[config.mk]
export PLATFORM = sky130hd
export DESIGN_NAME = proc_stall_detector
export DESIGN_NICKNAME = d
export VERILOG_FILES = /design/src/rtl/proc_stall_detector_pkg.sv /design/src/rtl/proc_stall_detector_stall_counter.sv /design/src/rtl/proc_stall_detector.sv
export SDC_FILE = /design/constraint.sdc
export NUM_CORES = 1
export LEC_CHECK = 0
export CELL_PAD_IN_SITES_DETAIL_PLACEMENT = 1
export CELL_PAD_IN_SITES_GLOBAL_PLACEMENT = 2
export CORE_MARGIN = 3
export CORE_UTILIZATION = 36
export DETAILED_ROUTE_END_ITERATION = 6
export DONT_BUFFER_PORTS = 1
export GPL_TIMING_DRIVEN = 0
export PLACE_DENSITY = 0.73
export SYNTH_ARGS = -nofsm -noshare
export SYNTH_HDL_FRONTEND = slang
export SYNTH_SLANG_ARGS = --single-unit
[constraint.sdc]
create_clock -name clock -period 2.1 [get_ports clock]
set_input_delay 0.105 -clock clock [delete_from_list [all_inputs] [get_ports clock]]
set_output_delay 0.105 -clock clock [all_outputs]
set_load 0.03 [all_outputs]
[src/rtl/proc_stall_detector_pkg.sv]
// Shared state encoding and combinational helpers for the dataflow stall detector.
// Vector arguments are sized to generous maxima; callers zero-extend and truncate with casts.
package proc_stall_detector_pkg;

    localparam int MAX_PROC = 16;
    localparam int MAX_CHAN = 16;
    localparam int MAX_MAP  = MAX_PROC * MAX_PROC;

    typedef enum logic [1:0] {
        IDLE    = 2'd0,
        COUNT   = 2'd1,
        LAUNCH  = 2'd2,
        STALLED = 2'd3
    } state_e;

    function automatic logic [MAX_PROC-1:0] onehot(input int id, input int proc_num);
        logic [MAX_PROC-1:0] v;
        v = '0;
        if (id >= 0 && id < proc_num) v[id] = 1'b1;
        return v;
    endfunction

    // Peers reached through blocked channels; a channel looping back to ourselves is not a dependence.
    function automatic logic [MAX_PROC-1:0] peer_or(input logic [MAX_CHAN-1:0] blk_set,
                                                    input logic [MAX_MAP-1:0]  peer_map,
                                                    input int chan_num, input int proc_num,
                                                    input int self_id);
        logic [MAX_PROC-1:0] v;
        v = '0;
        for (int c = 0; c < chan_num; c++)
            for (int p = 0; p < proc_num; p++)
                if (blk_set[c] && peer_map[c*proc_num + p]) v[p] = 1'b1;
        if (self_id >= 0 && self_id < proc_num) v[self_id] = 1'b0;
        return v;
    endfunction

    // Lowest valid token index whose origin is not ours, or -1 when there is none.
    function automatic int first_foreign(input logic [MAX_PROC-1:0] vld,
                                         input logic [MAX_MAP-1:0]  origins,
                                         input logic [MAX_PROC-1:0] self,
                                         input int proc_num);
        int idx;
        idx = -1;
        for (int j = proc_num - 1; j >= 0; j--) begin
            if (vld[j]) begin
                logic same;
                same = 1'b1;
                for (int p = 0; p < proc_num; p++)
                    if (origins[j*proc_num + p] != self[p]) same = 1'b0;
                if (!same) idx = j;
            end
        end
        return idx;
    endfunction

endpackage

[src/rtl/proc_stall_detector_stall_counter.sv]
// Saturating run-length counter for one blocking pattern; restarts at 1 when the pattern changes.
module stall_counter #(
    parameter int THRESH = 1024,
    parameter int CNT_W  = $clog2(THRESH) + 1
) (
    input  logic clock,
    input  logic reset,
    input  logic i_clear,
    input  logic i_start,
    input  logic i_inc,
    output logic o_hit
);

    logic [CNT_W-1:0] r_count;

    // NOTE: sequential state uses non-blocking assignments so every flop samples pre-edge values.
    always_ff @(posedge clock) begin
        if (reset || i_clear)
            r_count <= '0;
        else if (i_start)
            r_count <= CNT_W'(1);
        else if (i_inc && r_count != '1)
            r_count <= r_count + 1'b1;
    end

    assign o_hit = (r_count == CNT_W'(THRESH - 1));

endmodule

[src/rtl/proc_stall_detector.sv]
// Per-process deadlock detector: declares a stall on a persistent blocking set, launches a
// token to the peers it waits on, forwards foreign tokens and flags a closed dependence cycle.
module proc_stall_detector
    import proc_stall_detector_pkg::*;
#(
    parameter int                           PROC_NUM     = 2,
    parameter int                           PROC_ID      = 0,
    parameter int                           CHAN_NUM     = 3,
    parameter logic [CHAN_NUM*PROC_NUM-1:0] CHAN_PEER    = 6'b10_10_10,
    parameter int                           STALL_THRESH = 1024,
    parameter int                           CNT_W        = $clog2(STALL_THRESH) + 1
) (
    input  logic                         clock,
    input  logic                         reset,
    input  logic                         proc_active,
    input  logic [CHAN_NUM-1:0]          chan_blk_n,
    input  logic [PROC_NUM-1:0]          in_tok_vld,
    input  logic [PROC_NUM*PROC_NUM-1:0] in_tok_origin,
    input  logic                         token_clear,
    output logic                         out_tok_vld,
    output logic [PROC_NUM-1:0]          out_tok_dst,
    output logic [PROC_NUM-1:0]          out_tok_origin,
    output logic                         dl_out,
    output logic [PROC_NUM-1:0]          dep_vec
);

    state_e                r_state, w_state_nxt;
    logic [CHAN_NUM-1:0]   r_blk_reg, w_blk_nxt;
    logic                  r_tok_vld, w_tok_vld_nxt;
    logic [PROC_NUM-1:0]   r_tok_dst, w_tok_dst_nxt;
    logic [PROC_NUM-1:0]   r_tok_org, w_tok_org_nxt;
    logic                  r_dl, w_dl_nxt;
    logic [PROC_NUM-1:0]   r_dep, w_dep_nxt;

    logic [CHAN_NUM-1:0]   w_blk_set;
    logic                  w_blocked, w_same;
    logic [PROC_NUM-1:0]   w_self, w_dep_calc, w_fwd_origin;
    logic                  w_own_hit, w_fwd_hit;
    int                    w_fwd_idx;
    logic                  w_cnt_clear, w_cnt_start, w_cnt_inc, w_cnt_hit;

    assign w_blk_set  = ~chan_blk_n;
    assign w_blocked  = proc_active & (|w_blk_set);
    assign w_same     = (w_blk_set == r_blk_reg);
    assign w_self     = PROC_NUM'(onehot(PROC_ID, PROC_NUM));
    assign w_dep_calc = PROC_NUM'(peer_or(MAX_CHAN'(r_blk_reg), MAX_MAP'(CHAN_PEER),
                                          CHAN_NUM, PROC_NUM, PROC_ID));
    assign w_fwd_idx  = first_foreign(MAX_PROC'(in_tok_vld), MAX_MAP'(in_tok_origin),
                                      MAX_PROC'(w_self), PROC_NUM);
    assign w_fwd_hit  = (w_fwd_idx >= 0);

    always_comb begin
        w_own_hit    = 1'b0;
        w_fwd_origin = '0;
        for (int j = 0; j < PROC_NUM; j++) begin
            if (in_tok_vld[j] && in_tok_origin[j*PROC_NUM +: PROC_NUM] == w_self)
                w_own_hit = 1'b1;
            if (j == w_fwd_idx)
                w_fwd_origin = in_tok_origin[j*PROC_NUM +: PROC_NUM];
        end
    end

    stall_counter #(.THRESH(STALL_THRESH), .CNT_W(CNT_W)) u_stall_counter (
        .clock   (clock),
        .reset   (reset),
        .i_clear (w_cnt_clear),
        .i_start (w_cnt_start),
        .i_inc   (w_cnt_inc),
        .o_hit   (w_cnt_hit)
    );

    always_ff @(posedge clock) begin
        if (reset) begin
            r_state   <= IDLE;
            r_blk_reg <= '0;
            r_tok_vld <= 1'b0;
            r_tok_dst <= '0;
            r_tok_org <= '0;
            r_dl      <= 1'b0;
            r_dep     <= '0;
        end else begin
            r_state   <= w_state_nxt;
            r_blk_reg <= w_blk_nxt;
            r_tok_vld <= w_tok_vld_nxt;
            r_tok_dst <= w_tok_dst_nxt;
            r_tok_org <= w_tok_org_nxt;
            r_dl      <= w_dl_nxt;
            r_dep     <= w_dep_nxt;
        end
    end

    // NOTE: every output of this block gets a default first, so no path can infer a latch.
    always_comb begin
        w_state_nxt   = r_state;
        w_blk_nxt     = r_blk_reg;
        w_tok_vld_nxt = 1'b0;
        w_tok_dst_nxt = r_tok_dst;
        w_tok_org_nxt = r_tok_org;
        w_dl_nxt      = r_dl;
        w_dep_nxt     = r_dep;
        w_cnt_clear   = 1'b0;
        w_cnt_start   = 1'b0;
        w_cnt_inc     = 1'b0;
        unique case (r_state)
            IDLE: begin
                if (w_blocked) begin
                    w_state_nxt = COUNT;
                    w_cnt_start = 1'b1;
                    w_blk_nxt   = w_blk_set;
                end
            end
            COUNT: begin
                if (!w_blocked) begin
                    w_state_nxt = IDLE;
                    w_cnt_clear = 1'b1;
                end else if (!w_same) begin
                    w_cnt_start = 1'b1;
                    w_blk_nxt   = w_blk_set;
                end else if (w_cnt_hit) begin
                    w_state_nxt = LAUNCH;
                    w_dep_nxt   = w_dep_calc;
                end else begin
                    w_cnt_inc   = 1'b1;
                end
            end
            LAUNCH: begin
                w_state_nxt   = STALLED;
                w_tok_vld_nxt = 1'b1;
                w_tok_dst_nxt = r_dep;
                w_tok_org_nxt = w_self;
            end
            STALLED: begin
                // A changed or vanished blocking set means the stall was not a deadlock.
                if (!w_blocked || !w_same) begin
                    w_state_nxt = IDLE;
                    w_cnt_clear = 1'b1;
                    w_dl_nxt    = 1'b0;
                    w_dep_nxt   = '0;
                end else begin
                    if (w_own_hit) w_dl_nxt = 1'b1;
                    if (w_fwd_hit && !token_clear) begin
                        w_tok_vld_nxt = 1'b1;
                        w_tok_dst_nxt = r_dep;
                        w_tok_org_nxt = w_fwd_origin;
                    end
                end
            end
            default: w_state_nxt = IDLE;
        endcase
    end

    assign out_tok_vld    = r_tok_vld;
    assign out_tok_dst    = r_tok_dst;
    assign out_tok_origin = r_tok_org;
    assign dl_out         = r_dl;
    assign dep_vec        = r_dep;

endmodule

==> impl_metrics.csv <==
group,metric,value,unit
pwr,vdd_ir_drop_max,0.295,mV
pwr,power_frac_comb,9.5,%
pwr,pwr-share-seq,51.0,%
timing,setup_violations,0,
timing,rsz0062_at_grt,"false",
min_path,hold_class,"in2reg",
route,dr.pass1.iters,4,
route,drcViolationCount,0,
global_route,track_usage,15.0,%
timing,finalCritPeriodShare,91.1,%
timing,relSlewSlack,59.4,%
worst_setup_path,required,2290,ps
worst_setup_path,crit_fanout,10,
cts,postCtsSetupBuffers,0,
synthesis,synth_top_area_share,37.1,%
pwr,switching_share,23.1,%
timing,fin_setup_tns,0,ps
floorplanning,rows,20,
global_route,grt_pass1_vias,1059,
synthesis,synthArstFlopShare,0,%
synthesis,yosys-top-cells-area,"dfxtp_1, nor2_1, xnor2_1",
timing,worst_slew_pin_slew,606,ps
cells_and_area,antenna_cells,0,
worst_setup_path,worstSetupPathType,"reg2reg",
timing,drv_slew,0,
route,postRouteWirelength,2670,um
route,antenna_left,0,
cells_and_area,fin_nets,160,
cts,cts_buffer_depth,2,
worst_setup_path,start_kind,"flop",
placed_design,gp_routability_congestion,0.783,
cells_and_area,fill_cells,389,
min_path,min_path_cells,2,
pwr,power_switching,194,uW
route,vias_per_cell,5.28,
cts,cts.htree.levels,1,
cts,cts_buffers,3,
pwr,p_int,645,uW
cells_and_area,area_delta_synth_final,11.9,%
cts,cts_hold_buf,3,
cts,clk_pin_slew,140,ps
synthesis,ys_seq_area_share,37.1,%
route,wl_met2,1260,um
route,post_drt_wl_per_cell,14.1,um
cts,clock_latency,330,ps
cells_and_area,largest_reg_flops,11,
timing,fin_worst_skew,22.6,ps
worst_setup_path,ff2ff_path_depth,4,
min_path,hp-start,"token_clear",
route,wl_met1,1250,um
synthesis,ys.flop_type,"dfxtp_1",
floorplanning,fp.dieH,63.5,um
global_route,grt_overflow,0,
cells_and_area,drive_gt1_share,13.8,%
synthesis,netlist_instances,137,
floorplanning,io_pins,21,
timing,hold_violations,0,
job,max-cap-violations,0,
worst_setup_path,cp_data_arrival_time,2100,ps
placed_design,dp_cells,182,
floorplanning,dieArea,4030,um^2
floorplanning,die_w,63.5,um
cts,root_buffer,"clkbuf_4",
route,wl_met3,120,um
pwr,power_density,631,nW/um^2
synthesis,syn_area,1190,um^2
route,top_layer_used,"met4",
global_route,grt_pass1_wl,4810,um
synthesis,synthDistinctLibCells,41,
outcome,status,"finished, final reports clean",
route,first_iter_violations,28,
synthesis,synth.largest_area_cell,"dfxtp_1",
cts,cts_resized,0,
global_route,antenna_found_initial,0,
synthesis,synth_seq_cells,22,
worst_setup_path,end_kind,"flop",
placed_design,dp_hpwl,2010,um
cts,clock-sinks,22,
pwr,clkPwrFrac,39.5,%
cells_and_area,instances_no_fill,189,
placed_design,io_buffers,0,
global_route,grt_max_degree,14,
route,vias,998,
timing,min_period,1910,ps
synthesis,synth-edff-count,0,
worst_setup_path,r2r_slack,190,ps
pwr,cellLeakagePower,0.000442,uW
floorplanning,core_area,3100,um^2
cts,cts_tree,"yes",
timing,fmax,523,MHz
floorplanning,start_util,38.3,%
synthesis,yosysWarnings,0,
synthesis,syn_avg_cell_area,8.68,um^2
-- power groups by stage --
stage | clock (uW) | combinational, uW | sequential [uW]
floorplan | 0 | 61.7 | 436
global placement | 0 | 74.1 | 437
detailed placement | 0 | 75.8 | 437
CTS | 345 | 80.8 | 428
global route | 364 | 89.9 | 429
finish | 331 | 79.6 | 428
-- final timing paths --
check,to
setup reg to reg,u_stall_counter.r_count[2]$_SDFFE_PP0P_
setup / recovery,u_stall_counter.r_count[2]$_SDFFE_PP0P_
hold / removal,out_tok_origin[1]$_SDFFE_PP0P_
hold reg to reg,u_stall_counter.r_count[10]$_SDFFE_PP0P_
-- worst max-delay path: stages (launching register included) --
cell and delay, ps:
dfxtp_1 390, nand3b_1 480, buf_2 350, o211ai_2 450
nor2_1 100
-- metal layers --
metal | vias to the layer above | track usage (%)
li1 | 503 | -
met1 | 472 | 19.1
met2 | 19 | 24.4
met3 | 4 | 3.39
met4 | 0 | 5.66
met5 | - | 0
-- cells by family (layout without fill, tap and decap cells) --
family                     count (synthesis)  count (layout)  synth area share, %
adders and majority gates                  1               1                 1.05
muxes                                      3               3                 2.53
buffers and inverters                     15              22                 6.21
other                                      1               2                0.315
AOI/OAI and AO/OA                         28              28                 18.3
and+or+nand+nor                           57              57                 27.2
DFF                                       22              22                 37.1
xor gates and xnor gates                  10              10                 7.37
-- synth_stat cells (2+ instances only) --
master / count
dfxtp_1: 22
nor2_1: 19
a21oi_1: 9
inv_1: 9
nand2_1: 7
xnor2_1: 7
o21ai_0: 5
nand3_1: 4
nor3_1: 4
nor4_1: 4
mux2i_1: 3
nand3b_1: 3
nand4_1: 3
nor4_2: 3
xor2_1: 3
a32o_1: 2
and2_1: 2
buf_2: 2
buf_4: 2
nand2b_1: 2
nand4_2: 2
-- layout make-up --
type                            instances  area, um^2  share of cell area [%]
Sequential cell                        22         440                    33.1
Clock inverter                          1        30.0                    2.26
Multi-Input combinational cell        101         678                    51.0
Buffer                                  6        40.0                    3.01
Inverter                                9        33.8                    2.54
Tap cell                               44        55.1                    4.14
Timing Repair Buffer                    3        30.0                    2.26
Clock buffer                            3        22.5                    1.69
-- stage by stage --
stage / util [%] / total power [uW] / hold slack, ps / setup WS [ps] / area, um^2
after floorplan: - / 498 / 318 / 594 / 1190
after global placement: 40.2 / 511 / 326 / 299 / 1250
after detailed placement: 40.2 / 513 / 335 / 226 / 1250
after CTS: 42.9 / 854 / 63.6 / 188 / 1330
after global routing: 42.9 / 883 / 64.4 / 31.0 / 1330
final: 42.9 / 839 / 76.8 / 186 / 1330
-- placed cells by master, fill, tap and decap left out, drive strengths merged, types with 4 or more instances in the layout --
| cell type | instances |
|---|---|
| nor2 | 19 |
| nand2 | 7 |
| nand3 | 4 |
| inv | 9 |
| o21ai | 6 |
| dfxtp | 22 |
| a21oi | 9 |
| buf | 5 |
| nor3 | 5 |
| nand4 | 5 |
| xnor2 | 7 |
| clkbuf | 4 |
| nor4 | 7 |
(Power assumes the default switching activity.)
